--- src/rtl/ram2_arbiter.sv ---
// Arbitrates the single RAM2 SRAM between instruction fetch and data memory,
// generating the asynchronous SRAM strobe sequences with registered outputs.
module ram2_arbiter #(
    parameter int unsigned WAIT_CYCLES = 1
) (
    input  logic        clk,
    input  logic        rst,
    input  logic        if_req,
    input  logic [15:0] if_addr,
    output logic [15:0] if_rdata,
    output logic        if_ack,
    input  logic        dm_read,
    input  logic        dm_write,
    input  logic [15:0] dm_addr,
    input  logic [15:0] dm_wdata,
    output logic [15:0] dm_rdata,
    output logic        dm_ack,
    output logic        busy,
    output logic [17:0] ram2_addr,
    output logic [15:0] ram2_dout,
    input  logic [15:0] ram2_din,
    output logic        ram2_drive,
    output logic        ram2_en_n,
    output logic        ram2_oe_n,
    output logic        ram2_we_n
);

    localparam logic [2:0] S_IDLE     = 3'd0;
    localparam logic [2:0] S_RD       = 3'd1;
    localparam logic [2:0] S_WR_SETUP = 3'd2;
    localparam logic [2:0] S_WR_PULSE = 3'd3;
    localparam logic [2:0] S_WR_HOLD  = 3'd4;

    localparam logic [2:0] LAST_CNT = 3'(WAIT_CYCLES);

    logic [2:0]  r_state;
    logic [2:0]  r_cnt;
    logic        r_owner_dm;
    logic [15:0] r_addr;
    logic [15:0] r_dout;
    logic [15:0] r_if_rdata;
    logic [15:0] r_dm_rdata;
    logic        r_if_ack;
    logic        r_dm_ack;
    logic        r_busy;
    logic        r_drive;
    logic        r_en_n;
    logic        r_oe_n;
    logic        r_we_n;
    logic        w_cnt_last;

    assign w_cnt_last = (r_cnt == LAST_CNT);

    always_ff @(posedge clk) begin
        if (rst) begin
            r_state    <= S_IDLE;
            r_cnt      <= '0;
            r_owner_dm <= 1'b0;
            r_addr     <= '0;
            r_dout     <= '0;
            r_if_rdata <= '0;
            r_dm_rdata <= '0;
            r_if_ack   <= 1'b0;
            r_dm_ack   <= 1'b0;
            r_busy     <= 1'b0;
            r_drive    <= 1'b0;
            r_en_n     <= 1'b1;
            r_oe_n     <= 1'b1;
            r_we_n     <= 1'b1;
        end else begin
            r_if_ack <= 1'b0;
            r_dm_ack <= 1'b0;
            case (r_state)
                S_IDLE: begin
                    // Address/data only latch here, while en_n is high.
                    r_cnt <= '0;
                    if (dm_write) begin
                        r_addr     <= dm_addr;
                        r_dout     <= dm_wdata;
                        r_owner_dm <= 1'b1;
                        r_state    <= S_WR_SETUP;
                        r_en_n     <= 1'b0;
                        r_drive    <= 1'b1;
                        r_busy     <= 1'b1;
                    end else if (dm_read) begin
                        r_addr     <= dm_addr;
                        r_owner_dm <= 1'b1;
                        r_state    <= S_RD;
                        r_en_n     <= 1'b0;
                        r_oe_n     <= 1'b0;
                        r_busy     <= 1'b1;
                    end else if (if_req) begin
                        r_addr     <= if_addr;
                        r_owner_dm <= 1'b0;
                        r_state    <= S_RD;
                        r_en_n     <= 1'b0;
                        r_oe_n     <= 1'b0;
                        r_busy     <= 1'b1;
                    end
                end
                S_RD: begin
                    if (w_cnt_last) begin
                        if (r_owner_dm) begin
                            r_dm_rdata <= ram2_din;
                            r_dm_ack   <= 1'b1;
                        end else begin
                            r_if_rdata <= ram2_din;
                            r_if_ack   <= 1'b1;
                        end
                        r_en_n  <= 1'b1;
                        r_oe_n  <= 1'b1;
                        r_busy  <= 1'b0;
                        r_state <= S_IDLE;
                    end else begin
                        r_cnt <= r_cnt + 3'd1;
                    end
                end
                S_WR_SETUP: begin
                    r_we_n  <= 1'b0;
                    r_cnt   <= '0;
                    r_state <= S_WR_PULSE;
                end
                S_WR_PULSE: begin
                    if (w_cnt_last) begin
                        r_we_n  <= 1'b1;
                        r_state <= S_WR_HOLD;
                    end else begin
                        r_cnt <= r_cnt + 3'd1;
                    end
                end
                S_WR_HOLD: begin
                    r_dm_ack <= 1'b1;
                    r_en_n   <= 1'b1;
                    r_drive  <= 1'b0;
                    r_busy   <= 1'b0;
                    r_state  <= S_IDLE;
                end
                default: begin
                    r_state <= S_IDLE;
                    r_en_n  <= 1'b1;
                    r_oe_n  <= 1'b1;
                    r_we_n  <= 1'b1;
                    r_drive <= 1'b0;
                    r_busy  <= 1'b0;
                end
            endcase
        end
    end

    assign if_rdata   = r_if_rdata;
    assign if_ack     = r_if_ack;
    assign dm_rdata   = r_dm_rdata;
    assign dm_ack     = r_dm_ack;
    assign busy       = r_busy;
    assign ram2_addr  = {2'b00, r_addr};
    assign ram2_dout  = r_dout;
    assign ram2_drive = r_drive;
    assign ram2_en_n  = r_en_n;
    assign ram2_oe_n  = r_oe_n;
    assign ram2_we_n  = r_we_n;

endmodule
--- config.mk ---
export PLATFORM = sky130hd
export DESIGN_NAME = ram2_arbiter
export DESIGN_NICKNAME = d
export VERILOG_FILES = /design/src/rtl/ram2_arbiter.sv
export SDC_FILE = /design/constraint.sdc
export NUM_CORES = 1
export LEC_CHECK = 0
export CAP_MARGIN = 40
export CORE_UTILIZATION = 43
export CTS_BUF_LIST = sky130_fd_sc_hd__clkbuf_4
export DETAILED_ROUTE_END_ITERATION = 8
export PLACE_DENSITY = 0.89
export SYNTH_ARGS = -nofsm -noshare
export SYNTH_HDL_FRONTEND = slang
export SYNTH_SLANG_ARGS = --single-unit
--- constraint.sdc ---
create_clock -name clk -period 2.21 [get_ports clk]
set_clock_uncertainty 0.1 [all_clocks]
set_input_delay 0.442 -clock clk [delete_from_list [all_inputs] [get_ports clk]]
set_output_delay 0.442 -clock clk [all_outputs]
set_load 0.05 [all_outputs]
==> metrics.cfg <==
[floorplanning]
start_util_pct=45.69
fp-row-count=30
die_w_um=87.90
die_h_um=87.90
die-area_mm2=0.007726
io_pins=142
core_area_mm2=0.006944

[grt]
grt_util_all_layers_pct=23.97
grt.busiest_layer=met2
grt_max_degree=56
grtUsageMet3_pct=4.524
grt_pass1_vias=3098
grt-ovfl-total=0
grt_use_met2_pct=43.97
grt_pass1_wl_um=14320
grtUsageMet1_pct=25.75
antenna_found_initial=0

[synthesis]
ys_types=38
synth_edf_count=0
synth-main-ff-cell=dfxtp_1
syn_inst=384
syn_area_mm2=0.003173
synth_seq_area_share_pct=49.21
yosysWarnings=0
ys_async_sr_fraction_pct=0
synth.ff_latch_count=78
syn_area_per_cell_um2=8.263

[outcome]
status=completed

[worst_setup_path]
reg2regPathDepth=5
crit_buf_inv=1
crit_cells=1
cp_top_family=buffers and inverters
worstSetupPathType=flip-flop to primary output
max_stage_delay_ns=0.82
critPathSlowestCell=clkdlybuf4s50_1
endpoint_kind=primary output
required_ns=1.67
cp_max_fo=2
critPathLaunchType=flip-flop
arrival_ns=1.59
worstPathCellList=clkdlybuf4s50_1

[placement]
portBuffers=139
pre_cts_slack_ns=0.1511
gp_congestion=0.7769
dpl.hpwl_um=6621
place_inst=603

[sta]
relSlewSlack_pct=60.29
fmax_mhz=468.6
fin_setup_tns_ns=0
setup_ws_ns=0.07577
period_needed_ns=2.134
fin_crit_sh_pct=96.57
setup_viol=0
worst_pin_slew_ns=0.5957
drv_slew=0
hold_viol_final=0
rsz0062_at_grt=no

[clock_network]
post_cts_resized=0
cts-root-buf=clkbuf_4
clk_latency_ns=0.41
post_cts_buffers=0
cts_hold_buf=0
clock_path_buffers=2
cts.clk_slew.worst_paths_ns=0.12
cts_tree=yes
cts.sinks=78
h-tree-depth=3
numCtsBuffers=9

[cells_and_area]
drive_gt1_share_pct=9.751
areaGrowthSynthToFinish_pct=53.04
nNetsFinal=589
num_antenna_cells=0
stdcell_count=619
post-route-util_pct=69.93

[power]
total_power_mw=3.413
ir_drop_uv=357.8
p_leak_nw=1.858
power_density_mw_per_mm2=702.8

[route]
drt-vias-per-instance=5.128
routedWlPerCell_um=14.56
postRouteAntennaNets=0
finalWirelength_um=9010
drtPass1Iterations=4
drc=0
drt_iter0_markers=150
vias=3174

[min_path]
hold-path-cell-count=2
hp-class=flip-flop to flip-flop

[run]
cap_violations=0

[path summary, 6_finish.rpt]
check,from,slack [ns],endpoint
max,ram2_drive,0.08,ram2_drive
min,if_rdata[5],0.36,if_rdata[5]
max reg2reg,r_state[0],0.24,if_rdata[3]
min reg2reg,if_rdata[5],0.36,if_rdata[5]
[synth_stat cells (2+ instances only)]
cell type / count / area share [%]
nand2_1: 123 / 15
dfxtp_1: 78 / 49
a21oi_1: 56 / 8.8
nor2_1: 24 / 2.8
o21ai_0: 19 / 3.0
clkbuf_1: 15 / 1.8
a311oi_2: 14 / 6.6
buf_2: 7 / 1.1
nor3_1: 6 / 0.95
buf_4: 4 / 0.95
buf_6: 3 / 1.1
inv_1: 3 / 0.35
a311oi_1: 2 / 0.55
and2_0: 2 / 0.39
clkbuf_2: 2 / 0.32
ha_1: 2 / 0.79
nor2b_1: 2 / 0.39
nor3_4: 2 / 1.0
[layout by cell type (no fill, tap or decap), types with 2 or more instances in the layout]
cell and instances:
nor2_1 24, nor3_4 2, buf_12 3, inv_6 2, conb_1 2, a21oi_1 56
bufinv_16 2, clkinvlp_4 2, clkdlybuf4s50_1 127, and2_0 2, nor2b_1 2, inv_1 3
buf_4 11, nor3_1 6, a311oi_2 14, dlymetal6s2s_1 11, o21ai_0 19, ha_1 2
nand2_1 123, dfxtp_1 78, clkbuf_4 10, a311oi_1 2
[power breakdown]
group          switching (mW)  internal [mW]
Sequential             0.0540           1.49
Combinational           0.525          0.357
Clock                   0.509          0.479
Total                    1.09           2.32
[layout make-up]
class	count	area [µm²]
tap	96	120.1
timing repair buffer	153	1556
multi-input combinational	273	1439
sequential	78	1562
fill	533	2088
clock buffer	10	75.07
clock inverter	6	92.59
inverter	3	11.26
[logic make-up (layout without fill, tap and decap cells)]
group | count (synthesis) | count (layout) | share of synthesized area, %
AND/OR/NAND/NOR | 168 | 168 | 22.40
AO/OA/AOI/OAI | 100 | 100 | 21.57
flip-flops | 78 | 78 | 49.21
buffers and inverters | 34 | 172 | 5.560
adder cells (fa/ha/maj) | 2 | 2 | 0.7885
other | 1 | 2 | 0.1182
multiplexers | 1 | 1 | 0.3549
[registers in the layout (all words and copies together) (netlist names), 3 cells and up]
name and flops:
if_rdata 16, r_state 3, dm_rdata 16, r_addr 16, r_cnt 3, ram2_dout 16
[through the flow]
step                area [µm²]  hold slack [ns]
floorplan                 3177           0.3579
global placement          4661           0.3415
detailed placement        4661           0.3454
CTS                       4828           0.3630
global route              4856           0.3809
finish                    4856           0.3632
[per-layer routing]
layer | part of all wire, % | wire (µm)
met5 | 0 | 0
met4 | 3.2 | 286
met3 | 4.1 | 373
met2 | 54 | 4829
met1 | 39 | 3521
Note: power is estimated with default switching activity, not from simulation.
